`src/rtl/axi_rr_addr_arbiter.sv`:
```
// ---------------------------------------------------------------------------
// axi_rr_addr_arbiter
//
// Round-robin arbiter for one AXI address channel (AW or AR). It picks one
// requesting master per arbitration and decodes that master's address into a
// slave index. It also limits how many granted-but-uncompleted transactions
// each master may have in flight. The registered grant/sel outputs steer the
// slave-side address mux.
//
// Ports
//   clk          clock
//   rst          asynchronous, active-low reset
//   req          per-master request, held high until the address transfer ends
//   addr         flattened addresses, master i at [i*ADDR_WIDTH +: ADDR_WIDTH]
//   done         one-cycle pulse per completed transaction of master i
//   grant        registered one-hot grant
//   grant_id     index of the granted master (holds after release)
//   sel          decoded slave index of the granted master (holds after release)
//   dec_err      granted address decodes beyond NUM_SLAVES-1
//   busy         a grant is active
//   outstanding  flattened per-master outstanding-transaction counters
// ---------------------------------------------------------------------------
module axi_rr_addr_arbiter #(
    parameter int NUM_MASTERS     = 4,
    parameter int NUM_SLAVES      = 2,
    parameter int ADDR_WIDTH      = 32,
    parameter int MAX_OUTSTANDING = 4,
    localparam int MW = $clog2(NUM_MASTERS),
    localparam int SW = $clog2(NUM_SLAVES),
    localparam int CW = $clog2(MAX_OUTSTANDING + 1)
) (
    input  logic                          clk,
    input  logic                          rst,
    input  logic [NUM_MASTERS-1:0]        req,
    input  logic [NUM_MASTERS*ADDR_WIDTH-1:0] addr,
    input  logic [NUM_MASTERS-1:0]        done,
    output logic [NUM_MASTERS-1:0]        grant,
    output logic [MW-1:0]                 grant_id,
    output logic [SW-1:0]                 sel,
    output logic                          dec_err,
    output logic                          busy,
    output logic [NUM_MASTERS*CW-1:0]     outstanding
);

    typedef enum logic {IDLE = 1'b0, GRANT = 1'b1} state_t;

    state_t                 state;
    state_t                 state_next;
    logic [MW-1:0]          ptr;
    logic [CW-1:0]          cnt     [NUM_MASTERS];
    logic [SW-1:0]          top_idx [NUM_MASTERS];
    logic [NUM_MASTERS-1:0] elig_p0;
    logic                   found_p0;
    logic [MW-1:0]          win_p0;
    logic [MW-1:0]          cand;
    logic                   take;
    logic                   release_g;

    // A grant and a completion in the same cycle cancel out; a completion
    // against an empty counter is dropped so the count saturates at zero.
    function automatic logic [CW-1:0] cnt_update(input logic [CW-1:0] c,
                                                 input logic          inc,
                                                 input logic          dec);
        logic dec_ok;
        dec_ok = dec && (c != '0);
        if (inc && !dec_ok)
            return c + 1'b1;
        if (!inc && dec_ok)
            return c - 1'b1;
        return c;
    endfunction

    for (genvar i = 0; i < NUM_MASTERS; i++) begin : g_master
        assign top_idx[i] = addr[i*ADDR_WIDTH + ADDR_WIDTH - 1 -: SW];
        // A master at its cap stays out of arbitration until a done frees a slot.
        assign elig_p0[i] = req[i] && (cnt[i] != CW'(MAX_OUTSTANDING));
        assign outstanding[i*CW +: CW] = cnt[i];
    end

    // ---- stage p0: combinational round-robin search starting at ptr ----
    // Scanning from the far end backwards lets the candidate closest to ptr
    // overwrite the others, giving the first eligible index in rotation order.
    always_comb begin
        found_p0 = 1'b0;
        win_p0   = '0;
        cand     = '0;
        for (int k = NUM_MASTERS - 1; k >= 0; k--) begin
            cand = MW'((int'(ptr) + k) % NUM_MASTERS);
            if (elig_p0[cand]) begin
                found_p0 = 1'b1;
                win_p0   = cand;
            end
        end
    end

    always_comb begin
        state_next = state;
        take       = 1'b0;
        release_g  = 1'b0;
        case (state)
            IDLE: begin
                if (found_p0) begin
                    take       = 1'b1;
                    state_next = GRANT;
                end
            end
            GRANT: begin
                if (!req[grant_id]) begin
                    release_g  = 1'b1;
                    state_next = IDLE;
                end
            end
        endcase
    end

    always_ff @(posedge clk or negedge rst) begin
        if (!rst)
            state <= IDLE;
        else
            state <= state_next;
    end

    // ---- stage p1: registered grant, decode and pointer ----
    // sel and grant_id are left untouched on release so the mux keeps a stable
    // steering value through the idle cycle.
    always_ff @(posedge clk or negedge rst) begin
        if (!rst) begin
            ptr      <= '0;
            grant    <= '0;
            grant_id <= '0;
            sel      <= '0;
            dec_err  <= 1'b0;
            busy     <= 1'b0;
        end else if (take) begin
            grant    <= NUM_MASTERS'(1) << win_p0;
            grant_id <= win_p0;
            sel      <= top_idx[win_p0];
            dec_err  <= (int'(top_idx[win_p0]) >= NUM_SLAVES);
            busy     <= 1'b1;
        end else if (release_g) begin
            grant    <= '0;
            busy     <= 1'b0;
            dec_err  <= 1'b0;
            ptr      <= MW'((int'(grant_id) + 1) % NUM_MASTERS);
        end
    end

    // Decode-error grants still occupy a slot; the default slave's error
    // response produces the done pulse that frees it.
    always_ff @(posedge clk or negedge rst) begin
        if (!rst) begin
            for (int i = 0; i < NUM_MASTERS; i++)
                cnt[i] <= '0;
        end else begin
            for (int i = 0; i < NUM_MASTERS; i++)
                cnt[i] <= cnt_update(cnt[i], take && (win_p0 == MW'(i)), done[i]);
        end
    end

endmodule

```
`config.mk`:
```
export PLATFORM = sky130hd
export DESIGN_NAME = axi_rr_addr_arbiter
export DESIGN_NICKNAME = d
export VERILOG_FILES = /design/src/rtl/axi_rr_addr_arbiter.sv
export SDC_FILE = /design/constraint.sdc
export NUM_CORES = 1
export LEC_CHECK = 0
export BUFFER_PORTS_ARGS = -buffer_cell sky130_fd_sc_hd__buf_2
export CORE_MARGIN = 2
export CORE_UTILIZATION = 38
export DETAILED_ROUTE_END_ITERATION = 12
export GPL_ROUTABILITY_DRIVEN = 0
export MAX_ROUTING_LAYER = met4
export PLACE_DENSITY = 0.95
export RECOVER_POWER = 100
export SYNTH_ARGS = -nofsm -noshare
export SYNTH_HDL_FRONTEND = slang
export SYNTH_SLANG_ARGS = --single-unit
```
`constraint.sdc`:
```
create_clock -name clk -period 4.8 [get_ports clk]
set_clock_uncertainty 0.05 [all_clocks]
set_input_delay 0.48 -clock clk [delete_from_list [all_inputs] [get_ports clk]]
set_output_delay 0.48 -clock clk [all_outputs]
set_load 0.05 [all_outputs]
```
==> impl_metrics.ini <==
[run_status]
outcome = complete, no violations

[layout]
final_nets = 352
final_layout_size_suffix_gt1_share_pct = 12.4
diodes = 0
fill_cells = 374
area_growth_pct = 13.9
fin_cells = 243

[yosys]
yosys.area.top_type = dfrtp_1
ys_seq_elements = 23
yosys_warnings = 0
synth_cell_types = 36
synth-edff-count = 0
yosys.area.top_type_share_pct = 37.3
synth_cells = 157
seq_area_frac_synth_pct = 37.3
async_flop_share_pct = 100
syn_area_per_cell_um2 = 9.83
synthesis.area_um2 = 1540
synth_flop_cell = dfrtp_1
synth_area_leaders = dfrtp_1, ha_1, xnor2_1
synth_nets = 315

[timing]
finalSetupViolations = 0
tns_ps = 0
slew_violations = 0
worst_pin_slew_ps = 1280
whs_ps = 411
max_freq_mhz = 315
hold_viol = 0
min_period_over_period_pct = 66.2
period_minus_slack_ps = 3180
max-slew-margin-rel_pct = 15.0
rsz0062_at_grt = false

[cts]
numCtsBuffers = 3
clk_pin_slew_ps = 80
postCtsSetupBuffers = 0
clock_latency_ps = 270
cts_max_path_buffers = 2
cts_resized = 0
clkSinkCount = 23
hold_buffers = 0
cts_tree = built
htree_levels = 1
cts-root-buf = clkbuf_8

[die]
start_util_pct = 39.1
die_h_um = 67.7
core_area_um2 = 3940
die_w_um = 67.7
dieArea_um2 = 4590
io_pins = 159
rows = 23

[worst_setup_path]
path_class = flip-flop to flip-flop
crit_path_start_kind = flip-flop
path_delay_family = compound AO/OA/AOI/OAI gates
cp_common_cell = nor2_1
worst-path-stages = 13
max_stage_delay_ps = 530
path_buf_inv = 2
critPathMaxFanout = 7
path_cells = inv_1, ha_1, a21boi_0, nor2_1, a31oi_1, nand2b_1, nor2_1, inv_1, ha_1, nor2b_1, mux2i_1, nor2_1, xnor2_1
end_kind = flip-flop
r2r_cells = 13
crit_arrival_ps = 3290
required_ps = 4910
crit_slowest_cell = a31oi_1

[detailed_routing]
drt-total-wl_um = 3310
dr.pass1.iters = 4
ant_nets = 0
vias_per_cell = 5.02
drt_iter0_markers = 29
num_vias = 1219
wire_per_inst_um = 13.6
drc = 0

[global_route]
grt_pass1_wl_um = 5650
grt_overflow = 0
grt_pass1_vias = 1268
grt_usage_pct = 17.0
antenna_found_initial = 0
grt_max_degree = 24

[power_and_ir_drop]
ir_drop_mv = 0.524
power_mw = 1.47
power.leakage_nw = 0.890
power_density_nw_per_um2 = 835

[placed_design]
place_inst = 239
io_buffers = 33
dp_hpwl_um = 2630

[flow_run]
cap_violations = 0

[min_path]
hold_class = input pin to async pin
-- synth_stat cells (all sizes together) (2+ instances only) --
cell type,n
nand2,16
a21boi,3
o21ai,10
nor2,9
ha,20
dfrtp,23
a31oi,2
nand2b,2
a21bo,2
mux2i,6
nor2b,5
xnor2,12
a21oi,3
inv,26
a21o,2
and2,2
-- worst register-to-register path, delay by kind of cell, from the launching register on --
| kind | cells | cell delay (ps) |
|---|---|---|
| muxes | 1 | 160 |
| AOI/OAI and AO/OA | 2 | 1050 |
| xor gates and xnor gates | 1 | 120 |
| DFF | 1 | 410 |
| adders and majority gates | 2 | 400 |
| and+or+nand+nor | 5 | 720 |
| buffers and inverters | 2 | 150 |
-- cell type report --
class / count / area [µm²] / area share (%)
Tap cell: 50 / 62.6 / 3.56
Timing Repair Buffer: 33 / 139 / 7.90
Clock buffer: 3 / 41.3 / 2.35
Clock inverter: 1 / 5.00 / 0.285
Sequential cell: 23 / 576 / 32.7
Multi-Input combinational cell: 107 / 837 / 47.6
Inverter: 26 / 97.6 / 5.55
-- per-layer routing --
metal	GRT usage, %	part of all wire, %
met5	-	0
met4	8.16	2.7
met3	2.50	3.6
met2	28.9	52
met1	19.4	42
-- sequential cells by signal, summed over array words and instances (netlist names) --
name / count
state: 1
ptr: 2
grant_id: 2
sel: 1
busy: 1
outstanding: 12
grant: 4
-- metrics by stage --
step	setup slack, ps	cell area [µm²]	utilization (%)
after detailed placement	2110	1760	44.7
after CTS	2090	1810	45.9
after floorplan	2050	1540	-
after global routing	1270	1760	44.6
after global placement	2210	1760	44.7
final	1620	1760	44.6
-- where the power goes --
group	switching (mW)	internal (mW)	leakage [nW]	total, mW
sequential	0.107	0.293	0.276	0.400
clock	0.0660	0.0581	0.0255	0.124
combinational	0.633	0.310	0.588	0.943
total	0.806	0.661	0.890	1.47
-- kinds of logic after synthesis --
family                   count (synthesis)  synth area share [%]
AND/OR/NAND/NOR                         37                  12.2
AO/OA/AOI/OAI                           29                  14.5
buffers and inverters                   27                  6.81
flip-flops                              23                  37.3
adder cells (fa/ha/maj)                 20                  16.2
XOR/XNOR                                13                  7.38
multiplexers                             7                  5.35
other                                    1                 0.243
-- path summary, 6_finish.rpt --
path / startpoint / endpoint / slack [ps]
max: outstanding[3] / outstanding[5] / 1620
min reg2reg: grant[3] / grant[3] / 450
min in group clk: grant[3] / grant[3] / 450
min: rst / outstanding[1] / 410
max in group asynchronous: rst / outstanding[3] / 3540
max reg2reg: outstanding[3] / outstanding[5] / 1620
-- cells in the final DEF, fill, tap and decap left out, types with 2 or more instances in the layout --
master	instances
nand2b_1	2
a21o_1	2
xnor2_1	12
o21ai_1	2
buf_2	12
a21oi_1	3
nor2b_1	5
dfrtp_1	23
mux2i_1	6
clkbuf_1	21
a31oi_1	2
nand2_1	16
clkbuf_8	3
ha_1	20
inv_1	25
nor2_1	9
o21ai_0	8
a21bo_2	2
(Power assumes the default switching activity.)
